File: config.mk
export PLATFORM = sky130hd
export DESIGN_NAME = ycbcr444_to_422
export DESIGN_NICKNAME = d
export VERILOG_FILES = /design/src/rtl/ycbcr444_to_422.sv
export SDC_FILE = /design/constraint.sdc
export NUM_CORES = 1
export LEC_CHECK = 0
export ABC_AREA = 1
export BUFFER_PORTS_ARGS = -buffer_cell sky130_fd_sc_hd__buf_2
export CAP_MARGIN = 20
export CORE_MARGIN = 3
export CORE_UTILIZATION = 50
export CTS_CLUSTER_DIAMETER = 50
export DETAILED_ROUTE_END_ITERATION = 10
export GPL_TIMING_DRIVEN = 0
export PLACE_DENSITY = 0.82
export SLEW_MARGIN = 20
export SYNTH_ARGS = -nofsm -noshare
export SYNTH_HDL_FRONTEND = slang
export SYNTH_SLANG_ARGS = --single-unit
export TNS_END_PERCENT = 5
File: constraint.sdc
create_clock -name clk -period 1.4 [get_ports clk]
set_clock_uncertainty 0.1 [all_clocks]
set_input_delay 0.28 -clock clk [delete_from_list [all_inputs] [get_ports clk]]
set_output_delay 0.28 -clock clk [all_outputs]
set_load 0.02 [all_outputs]
File: src/rtl/ycbcr444_to_422.sv
// ycbcr444_to_422: packs pairs of 4:4:4 pixels into two 4:2:2 beats (Y0/Cb, then Y1/Cr).
// Define CHROMA_AVG_EN to average the pair's chroma instead of keeping P0's co-sited chroma.
module ycbcr444_to_422 #(
   parameter int WIDTH = 10
) (
   input  logic             clk,
   input  logic             rst,
   input  logic [WIDTH-1:0] in_y,
   input  logic [WIDTH-1:0] in_cb,
   input  logic [WIDTH-1:0] in_cr,
   input  logic             in_eol,
   input  logic             in_valid,
   output logic             in_ready,
   output logic [WIDTH-1:0] out_y,
   output logic [WIDTH-1:0] out_c,
   output logic             out_cflag,
   output logic             out_eol,
   output logic             out_valid,
   input  logic             out_ready
);

   typedef enum logic [1:0] {S_EVEN, S_ODD, S_OUT0, S_OUT1} state_t;

   state_t           r_state;
   state_t           w_state_nxt;

   logic             w_in_xfer;
   logic             w_out_xfer;
   logic             w_pair_load;
   logic             w_hold_p0;
   logic [WIDTH-1:0] w_y0;
   logic [WIDTH-1:0] w_cb0;
   logic [WIDTH-1:0] w_cr0;
   logic [WIDTH-1:0] w_cb_pair;
   logic [WIDTH-1:0] w_cr_pair;

   logic [WIDTH-1:0] r_y0;
   logic [WIDTH-1:0] r_cb0;
   logic [WIDTH-1:0] r_cr0;
   logic [WIDTH-1:0] r_y1;
   logic [WIDTH-1:0] r_cr_pair;
   logic             r_pair_eol;
   logic [WIDTH-1:0] r_out_y;
   logic [WIDTH-1:0] r_out_c;
   logic             r_out_cflag;
   logic             r_out_eol;

`ifdef CHROMA_AVG_EN
   // Rounded mean at WIDTH+1 bits; the carry is kept so full-scale inputs cannot wrap.
   function automatic logic [WIDTH-1:0] f_avg(input logic [WIDTH-1:0] a,
                                              input logic [WIDTH-1:0] b);
      logic [WIDTH:0] s;
      s = {1'b0, a} + {1'b0, b} + {{WIDTH{1'b0}}, 1'b1};
      return s[WIDTH:1];
   endfunction
`endif

   assign out_valid  = (r_state == S_OUT0) || (r_state == S_OUT1);
   assign w_in_xfer  = in_valid & in_ready;
   assign w_out_xfer = out_valid & out_ready;

   // A pair closes on P1 in S_ODD, or on an end-of-line P0 which then doubles as its own P1.
   assign w_pair_load = w_in_xfer & ((r_state == S_ODD) | in_eol);
   assign w_hold_p0   = w_in_xfer & (r_state != S_ODD) & ~in_eol;

   assign w_y0  = (r_state == S_ODD) ? r_y0  : in_y;
   assign w_cb0 = (r_state == S_ODD) ? r_cb0 : in_cb;
   assign w_cr0 = (r_state == S_ODD) ? r_cr0 : in_cr;

`ifdef CHROMA_AVG_EN
   assign w_cb_pair = f_avg(w_cb0, in_cb);
   assign w_cr_pair = f_avg(w_cr0, in_cr);
`else
   assign w_cb_pair = w_cb0;
   assign w_cr_pair = w_cr0;
`endif

   always_ff @(posedge clk) begin
      if (!rst) r_state <= S_EVEN;
      else      r_state <= w_state_nxt;
   end

   always_comb begin
      w_state_nxt = r_state;
      in_ready    = 1'b0;
      case (r_state)
         S_EVEN: begin
            in_ready = 1'b1;
            if (in_valid) w_state_nxt = in_eol ? S_OUT0 : S_ODD;
         end
         S_ODD: begin
            in_ready = 1'b1;
            if (in_valid) w_state_nxt = S_OUT0;
         end
         S_OUT0: begin
            if (out_ready) w_state_nxt = S_OUT1;
         end
         S_OUT1: begin
            in_ready = out_ready;
            if (out_ready) begin
               if (in_valid) w_state_nxt = in_eol ? S_OUT0 : S_ODD;
               else          w_state_nxt = S_EVEN;
            end
         end
         default: w_state_nxt = S_EVEN;
      endcase
   end

   always_ff @(posedge clk) begin
      if (!rst) begin
         r_y0        <= '0;
         r_cb0       <= '0;
         r_cr0       <= '0;
         r_y1        <= '0;
         r_cr_pair   <= '0;
         r_pair_eol  <= 1'b0;
         r_out_y     <= '0;
         r_out_c     <= '0;
         r_out_cflag <= 1'b0;
         r_out_eol   <= 1'b0;
      end else begin
         if (w_hold_p0) begin
            r_y0  <= in_y;
            r_cb0 <= in_cb;
            r_cr0 <= in_cr;
         end
         // Loading a new pair wins over advancing to beat 1 (S_OUT1 back-to-back case).
         if (w_pair_load) begin
            r_y1        <= in_y;
            r_cr_pair   <= w_cr_pair;
            r_pair_eol  <= in_eol;
            r_out_y     <= w_y0;
            r_out_c     <= w_cb_pair;
            r_out_cflag <= 1'b0;
            r_out_eol   <= 1'b0;
         end else if (w_out_xfer && (r_state == S_OUT0)) begin
            r_out_y     <= r_y1;
            r_out_c     <= r_cr_pair;
            r_out_cflag <= 1'b1;
            r_out_eol   <= r_pair_eol;
         end
      end
   end

   assign out_y     = r_out_y;
   assign out_c     = r_out_c;
   assign out_cflag = r_out_cflag;
   assign out_eol   = r_out_eol;

endmodule

==> results.md, run 1 <==
Status:
- The flow ran to the end, but the final reports show violations.
- The checks that failed: negative setup slack.

Routing:
- After detailed routing, the number of remaining DRC violations is 0.
- The initial detailed-routing violation count is approximately 500.
- The via count is 3729.
- The detailed-router iteration count before antenna repair is 5.
- The total wirelength of the detailed-routed design is about 11000 um.
- After detailed routing, the number of vias per cell comes to between 5 and 6.
- In the final routed layout, each cell accounts on average for between 15 and 20 um.
- The remaining number of nets flagged by the antenna check after routing is 0.

Setup path:
- The cell depth of the worst setup path is 7.
- The number of cells on the worst reg-to-reg path is 7.
- The startpoint kind of the worst setup timing path is a flop.
- STA puts the critical path data arrival time at around 1.7 ns.
- STA classifies the critical path endpoint as a flop.
- The combined buffer and inverter count along the critical path is 2.
- Data on the critical path is required at its endpoint by roughly 1.6 ns.
- Along the worst path, the maximum fanout reaches 10.
- The slowest stage of the critical path is the sky130_fd_sc_hd__dfxtp_4 cell.
- The kind of cell with the highest combined delay on the critical path is simple AND/OR/NAND/NOR gates.
- On the worst path, the slowest cell contributes a delay of roughly 0.38 ns.
- The signal on the critical path passes through inv_6 -> a21oi_1 -> nor2_2 -> nand2_4 -> buf_6 -> o21ai_0 -> nor2_1.
- The worst setup path is of the flop to flop kind.

Die:
- The count of boundary I/O pins is 59.
- Once the floorplan was initialized, standard cells occupied a little over half of the core.
- The horizontal die dimension is between 80 and 90 um.
- The floorplan has 29 rows.
- The die covers 7710 sq um.
- The core region area is 6420 sq um.
- Measured along the y axis, the die boundary spans ~88 um.

Clocking:
- Clock-pin slew was measured on the worst setup and hold paths at 0.08 ns.
- The CTS tree is built.
- The clock net in this run drives a total of 75 sinks.
- The count of H-tree levels built during CTS is 3.
- The later pin in the worst-skew pair is clocked with a latency of approximately 0.35 ns.
- In this run the clock root is driven by a sky130_fd_sc_hd__clkbuf_8.
- In this run, post-CTS hold repair placed 0 buffers.
- In this run, CTS created clock tree buffers numbering 9.
- The buffer depth of the longest clock path is 2.

Yosys:
- Of the total synthesized cell area, the portion taken by AND, OR, NAND and NOR gates is a little over a third.
- The fraction of synthesized cell area in xor and xnor cells is 0%.
- The dominant combinational cell family by area after synthesis is simple AND/OR/NAND/NOR gates.
- The sequential share of the synthesized area is approximately 45%.
- The number of standard cells after synthesis is between 400 and 500.
- Summing the areas of all compound-gate instances in the mapped netlist gives a little over a tenth of the synthesized area.
- The share of synthesized registers carrying an async set or reset is 0%.
- The synthesized design spends more area on one cell type than any other, namely sky130_fd_sc_hd__dfxtp_1.
- Synthesis instantiated 23 different standard cells from the library.
- After synthesis, the cell types taking the most area are sky130_fd_sc_hd__dfxtp_1 45%, sky130_fd_sc_hd__nand2_1 16%, sky130_fd_sc_hd__nand3_1 9.4%.
- The synthesized flop and latch total is between 70 and 80.
- The number of nets in the synthesized netlist is 530.
- Of the post-synthesis cell area, the part taken by muxes is 0%.
- Summing every instance area after synthesis gives about 3300 sq um.
- The share of synthesized area in the top cell type comes to about 45%.
- The number of warning messages in the yosys log is 0.
- The average cell area after synthesis is a little under 7 sq um.
- The most used flip-flop cell after synthesis is sky130_fd_sc_hd__dfxtp_1.
- Of the total synthesized cell area, the portion taken by full adders, half adders and majority gates is 0%.
- Yosys mapped a number of flops with a built-in enable equal to 0.

Global route:
- Global routing used about a quarter of the available tracks across all layers.
- The first global-routing pass estimated between 15000 and 20000 um of wire.
- The number of global-route vias before repair is about 3300.
- The pin count of the biggest net entering global routing is 15.
- The number of antenna violations at the first check in global routing is 0.
- The global-route congestion overflow total is 0.

Timing:
- The count of endpoints failing setup in the final report is 64.
- The actual transition at the worst max-transition pin is between 0.7 and 0.8 ns.
- The minimum hold slack is 0.0762 ns.
- The highest attainable clock frequency is ~0.66 GHz.
- The smallest clock period supported by the final layout is computed as between 1.5 and 2 ns.
- The final worst slack is -0.116 ns.
- The count of final max-slew check failures is 0.
- The worst slew margin relative to its limit is 49.7%.
- The number of hold violations in the final report is 0.
- Setup repair after global routing could not meet its margin everywhere.
- The final clock period utilization by the worst path is 108%.
- The final-layout setup total negative slack is -3.73 ns.

Power and ir drop:
- The worst-case IR drop observed on VDD is 0.801 mV.
- Dividing total power by cell area gives a power density of 1340 nW/um^2.
- The leakage power figure is about 0.0021 uW.

Placed design:
- The congestion estimate from routability-driven global placement came to 0.853.
- The half-perimeter wire length after detailed placement is about 6500 um.
- The number of placed cells counting well taps is 630.
- The total of buffers placed on input and output ports is 58.
- After detailed placement, the total cell area comes to ~3700 sq um.

Final layout:
- Fill cells in the final layout number around 510.
- The number of nets in the finished design is about 610.
- The area of all placed cells without fillers is ~4500 sq um.
- The final cell count without fillers is 661.
- The relative area change from synthesis to final layout is 33.6%.
- The area of the multi-input gates is around 1800 sq um.
- In the final layout, the share of cells above drive strength 1 is between 20% and 30%.
- The number of diodes added for antenna fixing is 0.
- The utilization after layout is 69.6%.
- The sequential standard cell area is about 1500 sq um.

Run:
- The tool flagged a number of max-cap violations equal to 0.

Min path:
- In this run the worst hold path is classified as input pin to flop.
- The worst hold path passes through 3 cells.
metal layers:
| layer | part of all wire (%) | wire, um | global-route usage, % | vias up |
|---|---|---|---|---|
| li1 | - | - | - | 1756 |
| met1 | 39 | 4110 | 31.8 | 1706 |
| met2 | 48 | 5090 | 43.9 | 225 |
| met3 | 8.7 | 924 | 6.87 | 42 |
| met4 | 4.1 | 437 | 10.6 | 0 |
| met5 | 0 | 0 | 0 | - |
state kept, by name, indices dropped and copies added (netlist names):
register / cells
r_state: 2
r_cb0: 10
r_y0: 10
out_y: 10
r_cr_pair: 10
r_cr0: 10
r_y1: 10
r_pair_eol: 1
out_c: 10
out_eol: 1
out_cflag: 1
repair_timing:
action                                  4_1_cts  5_1_grt
gates resized for setup                      51       70
cloned                                        1        3
setup buffers                                 3        9
hold endpoints to repair                      0        0
pin swaps                                     6       18
endpoints found under the setup margin       75       75
final timing paths:
path / from / to / slack, ns
setup / recovery: r_state[1] / r_y0[5] / -0.12
hold / removal: in_cr[4] / r_cr0[4] / 0.08
setup reg to reg: r_state[1] / r_y0[5] / -0.12
hold reg to reg: r_cb0[9] / r_cb0[9] / 0.37
cells in the final DEF (no fill, tap or decap), types with 6 or more instances in the layout:
cell type | synthesis | routed
sky130_fd_sc_hd__nand2_1 | 146 | 132
sky130_fd_sc_hd__dfxtp_1 | 75 | 73
sky130_fd_sc_hd__nor2_1 | 76 | 68
sky130_fd_sc_hd__buf_2 | 12 | 60
sky130_fd_sc_hd__nand3_1 | 63 | 53
sky130_fd_sc_hd__o21ai_1 | 7 | 24
sky130_fd_sc_hd__a21oi_1 | 25 | 20
sky130_fd_sc_hd__inv_1 | 19 | 18
sky130_fd_sc_hd__o21ai_0 | 36 | 18
sky130_fd_sc_hd__buf_4 | 7 | 15
sky130_fd_sc_hd__buf_6 | 3 | 11
sky130_fd_sc_hd__nand3_2 | 1 | 10
sky130_fd_sc_hd__clkbuf_8 | 0 | 10
sky130_fd_sc_hd__nand2_4 | 1 | 9
sky130_fd_sc_hd__nand2_2 | 3 | 7
sky130_fd_sc_hd__clkbuf_1 | 10 | 7
sky130_fd_sc_hd__nor2_2 | 1 | 7
sky130_fd_sc_hd__buf_8 | 0 | 6
power breakdown:
group	switching (uW)	internal, uW	leakage, uW
clock	883	1020	0.000106
sequential	121	2340	0.000616
combinational	989	626	0.00142
total	1990	3980	0.00214
logic make-up (layout without fill, tap and decap cells):
logic type      Yosys count  count (layout)
buf+inv                  57             146
compound gates           71              71
simple gates            292             292
flops                    75              75
cells in the mapped netlist, types with 3 or more instances:
master and instances:
sky130_fd_sc_hd__o21ai_1 7, sky130_fd_sc_hd__buf_2 12, sky130_fd_sc_hd__a21oi_1 25, sky130_fd_sc_hd__nand2_2 3, sky130_fd_sc_hd__o21ai_0 36, sky130_fd_sc_hd__buf_4 7, sky130_fd_sc_hd__inv_1 19, sky130_fd_sc_hd__nand2_1 146
sky130_fd_sc_hd__buf_6 3, sky130_fd_sc_hd__inv_2 4, sky130_fd_sc_hd__nor2_1 76, sky130_fd_sc_hd__clkbuf_1 10, sky130_fd_sc_hd__dfxtp_1 75, sky130_fd_sc_hd__nand3_1 63
through the flow:
stage          total power [uW]  setup WS [ns]
2_1_floorplan              3310       -0.00866
3_5_place_dp               3700         -0.259
4_1_cts                    5690        -0.0794
3_3_place_gp               3660         -0.221
5_1_grt                    6220         -0.187
6_report                   5970         -0.116
tightest hold or removal path, cell delays in order:
cell,delay [ns]
sky130_fd_sc_hd__buf_2,0.09
sky130_fd_sc_hd__o21ai_1,0.06
sky130_fd_sc_hd__nor2_1,0.07
layout make-up:
| cell class | count | area share (%) |
|---|---|---|
| timing repair buffer | 74 | 10.4 |
| inverter | 24 | 2.41 |
| tap | 77 | 2.16 |
| clock inverter | 7 | 2.27 |
| clock buffer | 9 | 2.77 |
| multi-input combinational | 363 | 40.0 |
| buffer | 32 | 6.16 |
| sequential | 75 | 33.8 |
(Power assumes the default switching activity.)
==> run 2: changes to the inputs <==
--- a/config.mk
+++ b/config.mk
@@ -9,11 +9,11 @@
 export BUFFER_PORTS_ARGS = -buffer_cell sky130_fd_sc_hd__buf_2
 export CAP_MARGIN = 20
 export CORE_MARGIN = 3
-export CORE_UTILIZATION = 50
+export CORE_UTILIZATION = 55
 export CTS_CLUSTER_DIAMETER = 50
 export DETAILED_ROUTE_END_ITERATION = 10
 export GPL_TIMING_DRIVEN = 0
-export PLACE_DENSITY = 0.82
+export PLACE_DENSITY = 0.86
 export SLEW_MARGIN = 20
 export SYNTH_ARGS = -nofsm -noshare
 export SYNTH_HDL_FRONTEND = slang
==> constraint.sdc (replaced) <==
create_clock -name clk -period 1.6 [get_ports clk]
set_clock_uncertainty 0.1 [all_clocks]
set_input_delay 0.32 -clock clk [delete_from_list [all_inputs] [get_ports clk]]
set_output_delay 0.32 -clock clk [all_outputs]
set_load 0.02 [all_outputs]
==> run 2 against run 1 <==
Effect of this change:
- the run now ends clean
- hold slack improved by 0.046 ns
- die area shrank 8.5%
- fmax down 2.4%
- register-to-register slack gained 0.16 ns
- total power decreased by 21%
- via count decreased by 5.9%
- combinational power shrank 31%
- non-clock buffer count fell by 15
- sequential share of layout area increased by 4.1 points
- global-route usage increased by 0.53 points
- first-iteration DRC count fell by 21%
- flip-flop and latch count is the same
- highest routed layer unchanged
==> results.md, run 2 (synthesis gave the netlist of run 1 again) <==
Routing:
- The initial detailed-routing violation count is between 400 and 500.
- The routed layout has 3509 vias.
- For this run, design rule violations remaining after detail routing come to 0.
- The total wirelength of the detailed-routed design is between 9000 and 10000 um.
- The detailed-router iteration count before antenna repair is 7.
- In the routed layout, each cell is associated on average with a via count of approximately 5.5.
- The count of nets left with antenna violations once routing finished came out at 0.
- The routed wirelength normalized by instance count is around 14 um.

Timing:
- The highest attainable clock frequency is approximately 0.64 GHz.
- The final clock period utilization by the worst path is between 90% and 100%.
- Headroom to the max-slew limit came out at between 60% and 70%.
- At the pin with the least slew margin, the transition time is a little under 0.6 ns.
- Subtracting the final worst setup slack from the clock period gives 1.55 ns.
- The worst path meets setup with roughly 0.045 ns of slack.
- The count of endpoints failing setup in the final report is 0.
- The count of final max-slew check failures is 0.
- The number of hold violations in the final report is 0.
- Setup repair after global routing could not meet its margin everywhere.

Clocking:
- Post-CTS repair changed the size of 4 cells.
- The buffer depth of the longest clock path is 2.
- The later pin in the worst-skew pair is clocked with a latency of 0.35 ns.
- After clock tree synthesis, the clock-pin slew on the worst setup and hold paths is 0.07 ns.
- The count of H-tree levels built during CTS is 3.
- The CTS tree is built.
- The CTS sink count is 75.
- After clock tree synthesis, the setup repair step added 0 buffers.
- The hold buffer count at cts is 0.
- Buffers inserted during clock tree synthesis total 9.
- In this run the clock root is driven by a sky130_fd_sc_hd__clkbuf_8.

Global route:
- The global-route congestion overflow total is 0.
- The number of antenna violations at the first check in global routing was 0.
- The pin count of the biggest net entering global routing is 13.
- The first-pass GRT wire length is approximately 15000 um.
- Global routing consumed, over all layers together, 26.7% of the routing resources.
- The number of global-route vias before repair is between 3000 and 4000.

Min path:
- The number of cells on the worst hold path is 3.
- The path type of the worst min-delay path is input pin to flop.

Status:
- The run finished with clean final reports.

Die:
- The die height is between 80 and 90 um.
- The core region area is between 5000 and 6000 sq um.
- slightly below 60 I/O pins were placed.
- The horizontal die dimension is 84.0 um.
- For this configuration, the core starts out at a cell density of approximately 59%.
- The floorplan die area is around 7000 sq um.
- The floorplan has 27 rows.

Setup path:
- The endpoint class of the critical path is a flop.
- The worst setup path is of the flop to flop kind.
- STA classifies the critical path startpoint as a flop.
- The endpoint required time on the critical path is between 1.5 and 2 ns.
- In this run the worst path has a maximum fanout of 10.
- Data arrives at the worst endpoint at around 1.7 ns.
- The number of cells on the worst reg-to-reg path is 9.

Final layout:
- The number of nets in the finished design is 599.
- Leaving out filler cells and counting taps, the final layout contains between 600 and 700.
- The top cell types in the final layout, fill and taps aside, are 146 x sky130_fd_sc_hd__nand2_1, 76 x sky130_fd_sc_hd__nor2_1, 73 x sky130_fd_sc_hd__dfxtp_1, 64 x sky130_fd_sc_hd__buf_2, 63 x sky130_fd_sc_hd__nand3_1.
- From synthesis to final layout, the design area changed by 19.0%.
- Once layout is done, the placed cells without fillers occupy 3980 sq um.
- Leaving out fill and tap cells, the most frequent cell in the layout is sky130_fd_sc_hd__nand2_1.
- The count of fill cells added during filler insertion is 499.
- The fraction of final layout cells sized beyond drive strength 1 is 19.7%.
- The number of diodes added for antenna fixing is 0.

Placed design:
- Input and output buffers added on the ports amount to 58.
- Prior to clock tree synthesis, the placed netlist has a worst setup slack of -0.0511 ns.
- The wire-length estimate of the detail-placed layout is approximately 6300 um.
- The cell area reported after detailed placement is 3720 sq um.
- The placer congestion estimate is slightly below 0.9.
- The number of placed instances, taps included, is 625.

Run:
- Max-cap violations in this run came to 0.

Power and ir drop:
- The leakage power figure is 0.00196 uW.
- The peak supply drop is 0.779 mV.
- Dividing total power by cell area gives a power density of 1190 nW/um^2.
- The sum of internal, switching and leakage power is 4730 uW.
run 2: layer usage:
layer	vias to the layer above	wire [um]	share of wire (%)	GRT usage (%)
met5	-	0	0	0
met4	0	161	1.8	9.94
met3	19	822	9.0	7.21
met2	168	4290	47	42.8
met1	1603	3820	42	34.2
li1	1719	-	-	-
run 2: stage by stage:
stage | setup TNS [ns] | util, % | hold slack [ns]
after CTS | 0 | 69.0 | 0.122
after floorplan | 0 | - | 0.325
after detailed placement | -0.109 | 65.2 | 0.345
after global routing | -0.0586 | 69.7 | 0.131
after global placement | -0.0401 | 65.2 | 0.340
final | 0 | 69.7 | 0.122
run 2: critical path, cell delays in order (launching register included):
cell,delay (ns)
sky130_fd_sc_hd__dfxtp_2,0.35
sky130_fd_sc_hd__inv_2,0.11
sky130_fd_sc_hd__nand2_4,0.10
sky130_fd_sc_hd__nand2_4,0.11
sky130_fd_sc_hd__nand3_4,0.13
sky130_fd_sc_hd__buf_4,0.21
sky130_fd_sc_hd__nand2_1,0.10
sky130_fd_sc_hd__nand2_1,0.09
sky130_fd_sc_hd__nor2_1,0.12
sky130_fd_sc_hd__nor2_1,0.05
run 2: area by class of cell:
class	instances	area [sq um]	area share, %
sequential	75	1510	37.8
clock buffer	12	155	3.90
tap	72	90.1	2.26
buffer	33	208	5.22
multi-input combinational	363	1590	39.9
clock inverter	4	48.8	1.23
timing repair buffer	58	293	7.35
inverter	24	92.6	2.33
run 2: where the power goes:
group          switching, uW  internal, uW  leakage, uW
clock network            689           804     0.000106
registers               87.4          2040     0.000616
logic                    727           383      0.00124
run 2: worst paths after layout:
path / from / slack (ns) / end
worst max register to register: r_state[1] / 0.05 / out_c[1]
worst min-delay path: in_cr[4] / 0.12 / r_cr0[4]
worst min register to register: r_cr0[9] / 0.36 / r_cr0[9]
worst max-delay path: r_state[1] / 0.05 / out_c[1]
